$ cat config.mk
export PLATFORM = sky130hd
export DESIGN_NAME = rom_ctrl_exp_digest_loader
export DESIGN_NICKNAME = d
export VERILOG_FILES = /design/src/rtl/rom_ctrl_exp_digest_loader.sv
export SDC_FILE = /design/constraint.sdc
export NUM_CORES = 1
export LEC_CHECK = 0
export ABC_AREA = 1
export ABC_CLOCK_PERIOD_IN_PS = 3700
export CAP_MARGIN = 40
export CORE_ASPECT_RATIO = 0.5
export CORE_MARGIN = 2
export CORE_UTILIZATION = 40
export CTS_CLUSTER_SIZE = 10
export DETAILED_ROUTE_END_ITERATION = 7
export GPL_ROUTABILITY_DRIVEN = 0
export PLACE_DENSITY = 0.68
export SYNTH_ARGS = -nofsm -noshare
export SYNTH_HDL_FRONTEND = slang
export SYNTH_SLANG_ARGS = --single-unit
export TNS_END_PERCENT = 100
$ cat constraint.sdc
create_clock -name clk_i -period 3.7 [get_ports clk_i]
set_input_delay 0.37 -clock clk_i [delete_from_list [all_inputs] [get_ports clk_i]]
set_output_delay 0.37 -clock clk_i [all_outputs]
set_load 0.03 [all_outputs]
$ cat src/rtl/rom_ctrl_exp_digest_loader.sv
// Loads the expected-digest words from the top NumWords ROM locations, then kicks the comparator.
// Build option: ROM_CTRL_LOADER_DUP_CNT_EN adds a redundant down-counter cross-check on idx.
module rom_ctrl_exp_digest_loader #(
  parameter int NumWords = 8,
  parameter int RomDepth = 8192,
  localparam int AW = (RomDepth > 1) ? $clog2(RomDepth) : 1,
  localparam int CW = (NumWords > 1) ? $clog2(NumWords) : 1
) (
  input  logic                     clk_i,
  input  logic                     rst_i,
  input  logic                     start_i,
  output logic                     rom_req_o,
  output logic [AW-1:0]            rom_addr_o,
  input  logic                     rom_gnt_i,
  input  logic                     rom_rvalid_i,
  input  logic [31:0]              rom_rdata_i,
  output logic [NumWords*32-1:0]   exp_digest_o,
  output logic                     busy_o,
  output logic                     done_o,
  output logic                     cmp_start_o,
  output logic                     alert_o
);

  // Sparse encodings, pairwise Hamming distance >= 3.
  typedef enum logic [4:0] {
    StIdle = 5'b00101,
    StReq  = 5'b11000,
    StWait = 5'b01110,
    StDone = 5'b10011
  } state_e;

  localparam logic [AW-1:0] BaseAddr = AW'(RomDepth - NumWords);
  localparam logic [CW-1:0] LastIdx  = CW'(NumWords - 1);

  state_e        state_reg, state_next;
  logic [CW-1:0] idx_reg, idx_next;
  logic          alert_reg, alert_next;
  logic          cmp_reg, cmp_next;
  logic          wr_en;
  logic          bad_state;
  logic          fault;
  logic          cnt_fault;

`ifdef ROM_CTRL_LOADER_DUP_CNT_EN
  logic [CW-1:0] idx_n_reg, idx_n_next;
  assign cnt_fault = (({1'b0, idx_reg} + {1'b0, idx_n_reg}) != {1'b0, LastIdx});
`else
  assign cnt_fault = 1'b0;
`endif

  always_comb begin
    state_next = state_reg;
    idx_next   = idx_reg;
    alert_next = alert_reg;
    cmp_next   = 1'b0;
    wr_en      = 1'b0;
    bad_state  = 1'b0;
    rom_req_o  = 1'b0;
    rom_addr_o = '0;
    busy_o     = 1'b0;
    done_o     = 1'b0;
`ifdef ROM_CTRL_LOADER_DUP_CNT_EN
    idx_n_next = idx_n_reg;
`endif
    case (state_reg)
      StIdle: begin
        if (start_i) begin
          state_next = StReq;
          idx_next   = '0;
`ifdef ROM_CTRL_LOADER_DUP_CNT_EN
          idx_n_next = LastIdx;
`endif
        end
      end
      StReq: begin
        rom_req_o  = 1'b1;
        rom_addr_o = BaseAddr + AW'(idx_reg);
        busy_o     = 1'b1;
        if (rom_gnt_i) state_next = StWait;
      end
      StWait: begin
        busy_o = 1'b1;
        if (rom_rvalid_i) begin
          wr_en = 1'b1;
          if (idx_reg == LastIdx) begin
            state_next = StDone;
            cmp_next   = 1'b1;
          end else begin
            state_next = StReq;
            idx_next   = idx_reg + 1'b1;
`ifdef ROM_CTRL_LOADER_DUP_CNT_EN
            idx_n_next = idx_n_reg - 1'b1;
`endif
          end
        end
      end
      StDone: done_o = 1'b1;
      default: bad_state = 1'b1;
    endcase

    fault = bad_state
          || (start_i && state_reg != StIdle)
          || (rom_rvalid_i && state_reg != StWait)
          || (state_reg == StIdle && idx_reg != '0)
          || (state_reg == StDone && idx_reg != LastIdx)
          || cnt_fault;

    // Any fault parks the FSM in Done with the digest frozen and no comparator kick.
    if (fault || alert_reg) begin
      state_next = StDone;
      idx_next   = idx_reg;
      wr_en      = 1'b0;
      cmp_next   = 1'b0;
      alert_next = 1'b1;
`ifdef ROM_CTRL_LOADER_DUP_CNT_EN
      idx_n_next = idx_n_reg;
`endif
    end
  end

  always_ff @(posedge clk_i) begin
    if (rst_i) begin
      state_reg <= StIdle;
      idx_reg   <= '0;
      alert_reg <= 1'b0;
      cmp_reg   <= 1'b0;
`ifdef ROM_CTRL_LOADER_DUP_CNT_EN
      idx_n_reg <= LastIdx;
`endif
    end else begin
      state_reg <= state_next;
      idx_reg   <= idx_next;
      alert_reg <= alert_next;
      cmp_reg   <= cmp_next;
`ifdef ROM_CTRL_LOADER_DUP_CNT_EN
      idx_n_reg <= idx_n_next;
`endif
    end
  end

  for (genvar gi = 0; gi < NumWords; gi++) begin : g_word
    logic [31:0] word_reg;
    always_ff @(posedge clk_i) begin
      if (rst_i) begin
        word_reg <= '0;
      end else if (wr_en && idx_reg == CW'(gi)) begin
        word_reg <= rom_rdata_i;
      end
    end
    assign exp_digest_o[32*gi +: 32] = word_reg;
  end

  assign cmp_start_o = cmp_reg;
  assign alert_o     = alert_reg;

endmodule

==> results by stage <==
Outcome:
- The run finished with clean final reports.

STA:
- The number of hold-slack violations in the final timing report is 0.
- Across all hold checks on the routed design, the worst slack comes to 0.507 ns.
- The final critical path takes up 74.8% of the cycle.
- In this run the tightest slew margin relative to its limit is 49.5%.
- On the final layout, the worst clock skew is 0.0101 ns.
- At the pin with the least slew margin, the transition time is 0.757 ns.
- The minimum clock period is 2.77 ns.
- For the final routed database, the setup TNS stands at 0 ns.
- The max-slew violation total from the final report is 0.
- The count of final setup violators is 0.
- Setup repair after global routing left no endpoint under its margin.
- Static timing analysis puts the maximum clock frequency at 362 MHz.

CTS:
- TritonCTS built the clock tree.
- The buffer type at the clock tree root is clkbuf_16.
- The hold-fix buffer count after cts is 0.
- The number of buffers on the longest clock path is 3.
- The CTS buffer count is 30.
- After clock tree synthesis, the setup repair step added 0 buffers.
- The later pin in the worst-skew pair is clocked with a latency of 0.56 ns.
- The clock input transition at the sequential cells of the worst setup and hold paths is 0.06 ns.
- The number of resized instances in the post-cts repair step is 0.
- The sink count of the clock tree is 266.
- CTS built an H-tree with a depth of 1.

Pwr:
- The analysis attributes to cell leakage a power of 7.95 nW.
- Power spread over the standard cell area amounts to 370 nW/µm².
- The peak supply drop is 0.327 mV.

Routing:
- The detail route stage leaves a number of antenna-violating nets equal to 0.
- The first-iteration detailed-routing DRC count is 659.
- The routed layout has 10200 vias.
- Before antenna repair, the detailed router went through 5 iterations.
- After detailed routing, the number of vias per cell comes to 4.25.
- The residual DRC count is 0.
- The overall routed net length is 33.4 mm.
- The detailed-route wire length per cell is 13.9 µm.

Floorplanning:
- The die span in x is 245 µm.
- The starting utilization of the core area is 40.4%.
- From bottom edge to top edge, the die measures 124 µm.
- The placeable core region is 28700 µm².
- Pin placement for this block handled 311 I/O pins.
- The floorplan has 44 rows.
- The overall die area is 30500 µm².

Critical path:
- The largest fanout of any net on the critical path is 43.
- The startpoint type of the worst setup path is a flip-flop.
- STA classifies the critical path endpoint as a flip-flop.
- The critical path is of the flip-flop to flip-flop type.
- STA puts the critical path data required time at 4.19 ns.
- For the worst setup path, the data arrival time is 3.26 ns.

Yosys:
- The total of warnings raised by yosys is 0.
- The share of the synthesized area in the top cell type is 45.9%.
- Sorting the synthesized cells by area gives the leading types as dfxtp_1, nor2_1, nand2_1.
- The net count after synthesis is 1825.
- The netlist uses 24 different library cells.
- After synthesis, flip-flops and latches occupy 45.9% of the total area.
- The synthesized netlist occupies a cell area of 11600 µm².
- The synthesized design spends more area on one cell type than any other, namely dfxtp_1.
- The cell count after synthesis is 1782.
- The synthesized area divided by synthesized cell count is 6.51 µm².
- The number of synthesized register bits is 266.

Global route:
- The global-route total usage across every layer is 21.7%.
- The total global routing overflow is 0.
- The largest net degree at the start of global routing is 96.
- The initial antenna violation count is 0.
- The via count of the first global-routing pass is 9104.
- The global-route wire length before repair is 52.1 mm.

Layout:
- Cells fill 53.4% of the core in the end.
- The non-filler instance count after layout is 2407.
- The register with the most flip-flops in the layout has 256 of them.
- The net count of the finished layout is 2059.
- The repair_antennas step left the layout with diodes totalling 0.
- The ratio of cells with drive above 1 in the final layout is 3.22%.
- The area added between synthesis and finish is 32.3%.

Placed design:
- Once placement completed, the tool counted placed cells totaling 2375.
- In this run the tool buffered the top-level ports with 310 buffer cells.
- Detailed placement finished with a half-perimeter wire length of 22.4 mm.

Job:
- The max-cap check violation count is 0.

Worst hold path:
- The tightest min-delay check is of the flip-flop to flip-flop type.
cells in the mapped netlist:
library cell and number:
nand3_2 1, buf_2 63, nor2_2 2, nor3_1 1, clkbuf_2 20, clkbuf_1 5
nand4_1 3, buf_6 21, o21bai_1 1, o21ai_0 2, buf_4 10, nand2_4 1
nand2_2 4, nand3_1 6, inv_1 280, dfxtp_1 266, nor2_1 539, buf_8 2
nand2_1 537, nor2_4 3, nand4_4 7, inv_2 1, nor2_8 1, ha_1 6
area by class of cell:
type | count | area, µm²
multi-input combinational | 1114 | 4450
inverter | 281 | 1060
clock inverter | 1 | 30.0
timing repair buffer | 323 | 3230
fill | 2857 | 13400
tap | 391 | 489
clock buffer | 31 | 776
sequential | 266 | 5330
final timing paths:
kind	startpoint	endpoint	slack (ns)	depth (start not counted)
worst max-delay path	idx_reg[0]	g_word[3].word_reg[23]	0.93	11
worst min register to register	g_word[6].word_reg[18]	g_word[6].word_reg[18]	0.51	4
worst max register to register	idx_reg[0]	g_word[3].word_reg[23]	0.93	11
worst min-delay path	g_word[6].word_reg[18]	g_word[6].word_reg[18]	0.51	4
cell families (layout without fill, tap and decap cells):
group,Yosys count,count (layout),synth area share (%)
AOI/OAI and AO/OA,3,3,0.151
adders and majority gates,6,6,0.647
buffers and inverters,402,636,15.8
DFF,266,266,45.9
and+or+nand+nor,1105,1105,37.5
layout by cell type (no fill, tap or decap), types with 2 or more instances in the layout:
| cell | instances |
|---|---|
| o21ai_0 | 2 |
| ha_1 | 6 |
| nor2_4 | 3 |
| buf_4 | 11 |
| clkbuf_16 | 31 |
| buf_12 | 2 |
| nor2_2 | 2 |
| nor2_1 | 539 |
| nand2_1 | 537 |
| clkdlybuf4s50_1 | 310 |
| nand3_1 | 6 |
| inv_1 | 280 |
| dfxtp_1 | 266 |
| nand4_1 | 3 |
| nand2_2 | 4 |
| nand4_4 | 7 |
worst max-delay path, cell delays in order, from the launching register on:
cell,delay [ns]
dfxtp_1,0.34
inv_1,0.13
ha_1,0.19
nand2_1,0.06
inv_1,0.11
o21bai_1,0.12
nor2_4,0.42
nand4_4,0.63
buf_4,0.46
nand2_1,0.09
nand2_1,0.05
nor2_1,0.09
through the flow:
step / power, mW / instance area (µm²) / setup slack, ns
2_1_floorplan: 3.04 / 11600 / 1.97
3_3_place_gp: 3.12 / 14500 / 0.974
3_5_place_dp: 3.12 / 14500 / 0.931
4_1_cts: 5.76 / 15400 / 0.945
5_1_grt: 5.90 / 15400 / 0.666
6_report: 5.69 / 15400 / 0.934
power breakdown:
part | total [mW] | switching (mW) | internal [mW]
registers | 2.87 | 0.00293 | 2.87
logic | 0.185 | 0.137 | 0.0479
clock network | 2.63 | 1.11 | 1.52
metal layers:
layer,vias to the layer above,part of all wire (%),track usage (%),routed length [µm]
li1,5478,-,-,-
met1,4449,44,27.5,14700
met2,220,47,36.6,15800
met3,77,4.4,3.53,1480
met4,0,4.3,9.11,1430
met5,-,0,0,0
(Power assumes the default switching activity.)
==> RTL change: new RTL, same flow settings <==
Build with the macro `ROM_CTRL_LOADER_DUP_CNT_EN` defined.
--- a/src/rtl/rom_ctrl_exp_digest_loader.sv
+++ b/src/rtl/rom_ctrl_exp_digest_loader.sv
@@ -1,5 +1,7 @@
 // Loads the expected-digest words from the top NumWords ROM locations, then kicks the comparator.
 // Build option: ROM_CTRL_LOADER_DUP_CNT_EN adds a redundant down-counter cross-check on idx.
+`define ROM_CTRL_LOADER_DUP_CNT_EN
+
 module rom_ctrl_exp_digest_loader #(
   parameter int NumWords = 8,
   parameter int RomDepth = 8192,
Behaviour: no difference found for any inputs over 4 cycles, from zero or initial values and one cycle with rst_i high; that may be too few to reach the edited logic, so the function may still have changed.
==> RTL change against the unedited design <==
Critical endpoint is now g_word[0].word_reg[27]$_SDFFE_PP0P_; sequential share of layout area is 0.72 points lower; sequential cell count increased by 3; wire length up 15%; die area is 3.9% higher; design area rose by 3.3%; count of clock-buffer cells in the layout is 1 higher; synthesized cell count rose by 3.6%; area after synthesis grew 4.0%; non-clock buffer count up 4; worst setup slack lost 92 ps; total power grew 0.36%.
==> RTL change: results (changes against the unedited design) <==
{
  "layout": {
    "nonClockBufferCount": {"value": 327, "change": "+1.2%"},
    "final-clk-cell-share": {"value": 4.92, "unit": "%", "change": "-0.33 points"},
    "nonClockInverterCount": {"value": 294, "change": "+4.6%"},
    "signal_buffer_area_fraction": {"value": 20.6, "unit": "%", "change": "-0.40 points"},
    "seqCellArea": {"value": 5390, "unit": "um2", "change": "+1.1%"},
    "filler_cell_count": {"value": 2786, "change": "-2.5%"}
  },
  "place": {
    "dpl-instance-area": {"value": 15100, "unit": "um2", "change": "+3.6%"},
    "place.detailed.instances": {"value": 2444, "change": "+2.9%"},
    "dp_hpwl": {"value": 25.6, "unit": "mm", "change": "+14%"}
  },
  "routing": {
    "routedWlPerCell": {"value": 15.5, "unit": "um", "change": "+11%"},
    "routed-via-count": {"value": 10900, "change": "+7.1%"},
    "drt_first_iter_violations": {"value": 805, "change": "+22%"},
    "vias_per_cell": {"value": 4.42, "change": "+4.1%"}
  },
  "hold_path": {
    "worstHoldEndpoint": "g_word[7].word_reg[11]$_SDFFE_PP0P_",
    "min-delay-start": "g_word[7].word_reg[11]$_SDFFE_PP0P_"
  },
  "global_routing": {
    "track_usage": {"value": 23.4, "unit": "%", "change": "+1.8 points"},
    "pin_count_of_the_biggest_net_entering_global_routing": {"value": 111, "change": "+16%"},
    "number_of_global_route_vias_before_repair": {"value": 9933, "change": "+9.1%"}
  },
  "worst_setup_path": {
    "timing.critical_path.fanout_max": {"value": 32, "change": "-26%"},
    "crit_path_max_incr_delay": {"value": 610, "unit": "ps", "change": "-20 ps"}
  },
  "floorplanning": {
    "die_area": {"value": 31600, "unit": "um2", "change": "+3.9%"}
  },
  "power_and_ir_drop": {
    "power.share.sequential": {"value": 50.9, "unit": "%", "change": "+0.4 points"},
    "power_clock": {"value": 2590, "unit": "uW", "change": "-2%"},
    "power.net_switching": {"value": 1300, "unit": "uW", "change": "+4.1%"},
    "p_clk_share": {"value": 45.4, "unit": "%", "change": "-0.9 points"},
    "cell_leakage_power": {"value": 0.00824, "unit": "uW", "change": "+3.7%"}
  },
  "timing": {
    "max-slew-margin-rel": {"value": 52.5, "unit": "%", "change": "+3.0 points"},
    "timing.fmax": {"value": 350, "unit": "MHz", "change": "-3.2%"},
    "fin_worst_hold_slack": {"value": 508, "unit": "ps", "change": "+1.64 ps"}
  },
  "synthesis": {
    "synth_nets": {"value": 1895, "change": "+3.8%"},
    "yosys-top-cells-count": "nand2_1 (553), nor2_1 (544), inv_1 (291), dfxtp_1 (269), clkbuf_2 (32)",
    "netlist_top_cells_area": "dfxtp_1 (45%), nand2_1 (17%), nor2_1 (17%)",
    "netlist-cell-type-count": {"value": 27, "change": "+13%"},
    "synth.yosys.seq_area_share": {"value": 44.6, "unit": "%", "change": "-1.2 points"}
  },
  "status": {
    "run_status": "finished clean"
  }
}
-- RTL change: changes by cell type in the layout (fill, tap and decap cells not counted), moves of 3 or more --
| cell | unedited run | this run |
|---|---|---|
| dfxtp_1 | 266 | 269 |
| ha_1 | 6 | 10 |
| inv_1 | 280 | 290 |
| nor2_1 | 539 | 544 |
| nand4_2 | 0 | 9 |
| buf_4 | 11 | 14 |
| nand3_1 | 6 | 12 |
| nand2_1 | 537 | 553 |
-- RTL change: layer usage --
layer	GRT usage, %	wire, um	vias to the layer above	part of all wire (%)
met2	39.9	18000	262	47
li1	-	-	5703	-
met3	3.67	1830	64	4.8
met5	0	0	-	0
met1	30.7	17400	4918	45
met4	7.37	1090	0	2.9
-- RTL change: logic make-up after synthesis --
family	share of synthesized area, %
AND/OR/NAND/NOR	38.5
flip-flops	44.6
XOR/XNOR	0.0726
buffers and inverters	15.4
adder cells (fa/ha/maj)	1.20
AO/OA/AOI/OAI	0.207
